[config.mk]
export PLATFORM = sky130hd
export DESIGN_NAME = prog_loader
export DESIGN_NICKNAME = d
export VERILOG_FILES = /design/src/rtl/prog_loader.sv
export SDC_FILE = /design/constraint.sdc
export NUM_CORES = 1
export LEC_CHECK = 0
export ABC_AREA = 1
export CAP_MARGIN = 20
export CORE_UTILIZATION = 35
export CTS_CLUSTER_SIZE = 16
export DETAILED_ROUTE_END_ITERATION = 10
export PLACE_DENSITY_LB_ADDON = 0.08
export SYNTH_ARGS = -nofsm -noshare
export SYNTH_HDL_FRONTEND = slang
export SYNTH_SLANG_ARGS = --single-unit
export TNS_END_PERCENT = 30
[constraint.sdc]
create_clock -name clock -period 4.9 [get_ports clock]
set_clock_uncertainty 0.2 [all_clocks]
set_input_delay 0.98 -clock clock [delete_from_list [all_inputs] [get_ports clock]]
set_output_delay 0.98 -clock clock [all_outputs]
set_load 0.1 [all_outputs]
[src/rtl/prog_loader.sv]
// prog_loader
// Streams a program image from a byte-wide host interface into instruction
// memory and holds the CPU at BASE_ADDR until the image is completely loaded.
//
// Stream format: 16-bit word count N (MSB first), then N 32-bit words, each
// sent MSB first. Each assembled word is written to BASE_ADDR + 4*idx.
//
// Handshake: a byte moves only on a rising clock edge where byte_valid and
// byte_ready are both 1. The host may hold byte_valid high for as long as it
// likes. byte_data is ignored on every other cycle. byte_ready is a registered
// function of the state, so the host never sees it change in mid-cycle.
//
// Ports
//   clock      : the single clock, rising edge
//   reset      : asynchronous, active-high
//   start      : begins a session from IDLE, DONE or ERR; ignored otherwise
//   byte_valid : the host is presenting byte_data
//   byte_data  : stream byte
//   byte_ready : the loader accepts byte_data this cycle
//   mem_we     : instruction-memory write strobe (exactly one cycle per word)
//   mem_addr   : word-aligned byte address; holds its last value between writes
//   mem_wdata  : assembled word; holds its last value between writes
//   cpu_hold   : holds the CPU program counter at BASE_ADDR; low only in DONE
//   done       : the load completed
//   err        : the load was aborted because the word count was illegal
//   state_dbg  : current FSM state encoding, for observation only
module prog_loader #(
    parameter int          MAX_WORDS = 64,
    parameter logic [31:0] BASE_ADDR = 32'h0000_0000
) (
    input  logic        clock,
    input  logic        reset,
    input  logic        start,
    input  logic        byte_valid,
    input  logic [7:0]  byte_data,
    output logic        byte_ready,
    output logic        mem_we,
    output logic [31:0] mem_addr,
    output logic [31:0] mem_wdata,
    output logic        cpu_hold,
    output logic        done,
    output logic        err,
    output logic [2:0]  state_dbg
);

    typedef enum logic [2:0] {
        IDLE   = 3'd0,
        CNT_HI = 3'd1,
        CNT_LO = 3'd2,
        WORD   = 3'd3,
        WRITE  = 3'd4,
        DONE   = 3'd5,
        ERR    = 3'd6
    } state_t;

    localparam logic [15:0] MAX_N = 16'(MAX_WORDS);

    state_t      state;
    logic [15:0] n_words;
    logic [15:0] idx;
    logic [1:0]  byte_cnt;
    logic [31:0] asm_word;

    logic        xfer;
    logic [15:0] n_cand;
    logic [31:0] word_cand;
    logic [31:0] addr_cand;
    logic [15:0] idx_next;

    assign xfer      = byte_valid & byte_ready;
    assign n_cand    = {n_words[15:8], byte_data};
    assign word_cand = {asm_word[23:0], byte_data};
    // 32-bit address arithmetic: idx never exceeds MAX_WORDS, so no wrap.
    assign addr_cand = BASE_ADDR + {14'd0, idx, 2'b00};
    assign idx_next  = idx + 16'd1;
    assign state_dbg = state;

    always_ff @(posedge clock or posedge reset) begin
        if (reset) begin
            state      <= IDLE;
            n_words    <= 16'd0;
            idx        <= 16'd0;
            byte_cnt   <= 2'd0;
            asm_word   <= 32'd0;
            byte_ready <= 1'b0;
            mem_we     <= 1'b0;
            mem_addr   <= BASE_ADDR;
            mem_wdata  <= 32'd0;
            cpu_hold   <= 1'b1;
            done       <= 1'b0;
            err        <= 1'b0;
        end else begin
            case (state)
                IDLE, DONE, ERR: begin
                    if (start) begin
                        state      <= CNT_HI;
                        idx        <= 16'd0;
                        byte_cnt   <= 2'd0;
                        byte_ready <= 1'b1;
                        cpu_hold   <= 1'b1;
                        done       <= 1'b0;
                        err        <= 1'b0;
                    end
                end
                CNT_HI: begin
                    if (xfer) begin
                        n_words[15:8] <= byte_data;
                        state         <= CNT_LO;
                    end
                end
                CNT_LO: begin
                    if (xfer) begin
                        n_words[7:0] <= byte_data;
                        if (n_cand == 16'd0 || n_cand > MAX_N) begin
                            state      <= ERR;
                            byte_ready <= 1'b0;
                            err        <= 1'b1;
                        end else begin
                            state    <= WORD;
                            byte_cnt <= 2'd0;
                        end
                    end
                end
                WORD: begin
                    if (xfer) begin
                        asm_word <= word_cand;
                        if (byte_cnt == 2'd3) begin
                            // The write data is taken straight from the shift
                            // result so that WRITE follows the 4th byte immediately.
                            state      <= WRITE;
                            byte_ready <= 1'b0;
                            mem_we     <= 1'b1;
                            mem_addr   <= addr_cand;
                            mem_wdata  <= word_cand;
                            byte_cnt   <= 2'd0;
                        end else begin
                            byte_cnt <= byte_cnt + 2'd1;
                        end
                    end
                end
                WRITE: begin
                    mem_we <= 1'b0;
                    idx    <= idx_next;
                    if (idx_next == n_words) begin
                        state    <= DONE;
                        cpu_hold <= 1'b0;
                        done     <= 1'b1;
                    end else begin
                        state      <= WORD;
                        byte_ready <= 1'b1;
                    end
                end
                default: begin
                    state      <= IDLE;
                    byte_ready <= 1'b0;
                    mem_we     <= 1'b0;
                    cpu_hold   <= 1'b1;
                    done       <= 1'b0;
                    err        <= 1'b0;
                end
            endcase
        end
    end

endmodule

==> metrics.md <==
| Metric | Value |
|---|---|
| Failing checks | `DRC` |
| 1st-iter DRT viols | `278` |
| CP Max Fanout | `9` |
| Drt pass-1 iters | `9` |
| Slew @ Worst Pin | `1.02 ns` |
| Mapped Cells | `approximately 630` |
| Routability cong. | `between 0.8 and 0.9` |
| CP required | `~3.7 ns` |
| Clock sinks | `~110` |
| Cell area after synthesis | `5330 um^2` |
| Fmax | `approximately 300 MHz` |
| Largest net degree at the start of global routing | `65` |
| Slowest cell on crit path | `clkdlybuf4s50_1` |
| Fin crit period | `roughly 3.3 ns` |
| Commonest non-fill, non-tap cell in the layout | `nand2_1` |
| Most used cells in the layout excluding fill and tap cells | `nand2_1, dfrtp_1, o21ai_0` |
| # diodes | `0` |
| Fillers | `1392` |
| Post-DR wirelength/cell | `14.1 um` |
| Routed wire length | `around 13000 um` |
| Final Hold Violating Endpoints | `0` |
| Hold_buf cts | `0` |
| Final Util | `between 40% and 50%` |
| Top Family by Delay on Critical Path | `buffers and inverters` |
| Leak Pwr | `~3.2 nW` |
| Buf/Inv on CP | `1` |
| Synth warn | `0` |
| Global route overflow | `0` |
| Max Buffers Root-to-Sink | `2` |
| Worst hold path class | `reg -> reg` |
| Power density over the cells | `about 550 nW/um^2` |
| Via-per-instance ratio | `about 4.8` |
| P&R area growth vs syn | `28.0%` |
| Clock root buffer | `clkbuf_16` |
| Worst-path clk slew | `0.05 ns` |
| Worst path max stage delay | `~1.2 ns` |
| Overall routing resource usage | `between 10% and 20%` |
| Final Max Tran Viols | `0` |
| CP Class | `reg -> out` |
| Core area | `14700 um^2` |
| Max H-tree Level | `4` |
| FP Rows | `44` |
| Port Buffer Count | `67` |
| Chip Width | `around 130 um` |
| RSZ-0062 raised after global routing | `no` |
| Final nets | `between 700 and 800` |
| Post-CTS Setup Inserts | `0` |
| Multi-input logic area | `a little over 2000 um^2` |
| Routed vias | `4321` |
| I/O Pins | `84` |
| CP endpoint kind | `output pin` |
| Vias in the first global route | `roughly 4300` |
| TritonCTS Buffers | `17` |
| FF+latch count, synth | `about 110` |
| Initial Utilization | `approximately 36%` |
| Placed cell areas | `roughly 6100 um^2` |
| Seq/Total Area, Yosys | `a little over half` |
| Maximum vdd drop | `0.492 mV` |
| Synth cell types | `34` |
| Die H | `approximately 130 um` |
| Remaining antenna violation count | `0` |
| Critical path arrival | `roughly 2.2 ns` |
| CTS tree | `done` |
| Tcrit/Tclk final | `around two thirds` |
| Slew headroom | `a little under a third` |
| Post-DP HPWL | `8970 um` |
| Critical Path Source Type | `flop` |
| # setup viols final | `0` |
| First-pass GRT wire length | `21500 um` |
| Syn Area/Cell | `8.41 um^2` |
| Setup_tns | `0 ns` |
| Initial antenna violation count | `0` |
| Clock insertion delay at the later pin of the skew report | `approximately 0.4 ns` |
| Crit-path cells | `clkdlybuf4s50_1` |
| Max-cap violations | `0` |
| Outcome | `complete, but fails checks` |
| Total Power | `3.72 mW` |
| Fraction of layout cells with a size suffix above 1 | `9.75%` |
| Die area | `~16000 um^2` |
| Register area | `approximately 2900 um^2` |
| Resize count post-CTS | `0` |
| Design area | `between 6000 and 7000 um^2` |
| Post-route DRC | `8` |
## path summary, 6_finish.rpt
path                                 end  slack [ns]  cells after the start         start
max                         state_dbg[2]        1.57                      1  state_dbg[2]
min                             cpu_hold        0.26                      2      cpu_hold
max reg2reg                         done        2.39                     14        idx[0]
min reg2reg                     cpu_hold        0.26                      2      cpu_hold
max in group asynchronous       cpu_hold        2.90                      3         reset
min in group asynchronous  mem_wdata[28]        0.81                      2         reset
## routing by layer
layer  GRT usage [%]  vias to the layer above  part of all wire [%]
met1            24.3                     2055                    50
met4            5.09                        0                   1.1
li1                -                     2155                     -
met5               0                        -                     0
met2            26.8                       98                    45
met3            4.62                       13                   3.8
## where the power goes
part	switching, mW	internal [mW]	total [mW]	leakage (nW)
Combinational	0.720	0.279	0.999	1.36
Sequential	0.149	1.15	1.30	1.51
Clock	0.446	0.980	1.43	0.326
## per-stage QoR
step	instances	hold slack [ns]	setup WS [ns]
2_1_floorplan	649	0.249	0.706
3_3_place_gp	870	0.256	1.67
3_5_place_dp	870	0.254	1.65
4_1_cts	902	0.262	1.57
5_1_grt	902	0.304	1.50
6_report	902	0.260	1.57
## cell type report
| type | count | share of cell area (%) |
|---|---|---|
| Inverter | 77 | 4.27 |
| Sequential cell | 114 | 41.8 |
| Timing Repair Buffer | 71 | 10.5 |
| Clock inverter | 13 | 3.37 |
| Tap cell | 184 | 3.37 |
| Clock buffer | 19 | 6.64 |
| Multi-Input combinational cell | 424 | 30.1 |
## state kept, by name, summed over array words and instances, names as in the netlist, 2 cells and up
signal     flops
idx           16
mem_addr      16
byte_cnt       2
n_words       16
asm_word      24
mem_wdata     32
state_dbg      3
## tightest hold or removal path: stages (launching register included)
cell     delay, ns
dfstp_2       0.36
nand2_1       0.05
nand2_1       0.04
## cell families (layout without fill, tap and decap cells)
| family | count (synthesis) | count (layout) | synth area share, % |
|---|---|---|---|
| AOI/OAI and AO/OA | 112 | 112 | 10.8 |
| xor gates and xnor gates | 1 | 1 | 0.164 |
| adders and majority gates | 3 | 3 | 0.845 |
| buffers and inverters | 111 | 180 | 9.06 |
| DFF | 114 | 114 | 53.5 |
| muxes | 8 | 8 | 1.69 |
| other | 1 | 16 | 0.0703 |
| and+or+nand+nor | 284 | 284 | 23.8 |
## synth_stat cells
master     number  area share (%)
nor4_1          1            0.12
ha_1            2            0.47
o2111ai_1       1            0.16
nand3b_1        1            0.14
nor2_4          5             1.1
dfrtp_1       113              53
nor2_2          5            0.59
nand3_1        41             3.8
nand2_2         8            0.94
clkbuf_1       15             1.1
a21oi_1         5            0.47
buf_4          17             2.4
and2_4          1            0.16
and2_1          2            0.23
nor3_1          2            0.19
buf_2           2            0.19
inv_2           2            0.14
fa_1            1            0.38
clkinv_1        1           0.070
conb_1          1           0.070
nor2_1         23             1.6
o21ai_1         1           0.094
nand3_2         1            0.19
dfstp_2         1            0.49
nor2_8          1            0.38
o21ai_0        96             9.0
or2_2           1            0.12
inv_1          74             5.2
xor2_1          1            0.16
nand4_1        16             1.9
o21bai_1        1            0.14
o22ai_1         8            0.94
mux2_2          8             1.7
nand2_1       176              12
(Power assumes the default switching activity.)
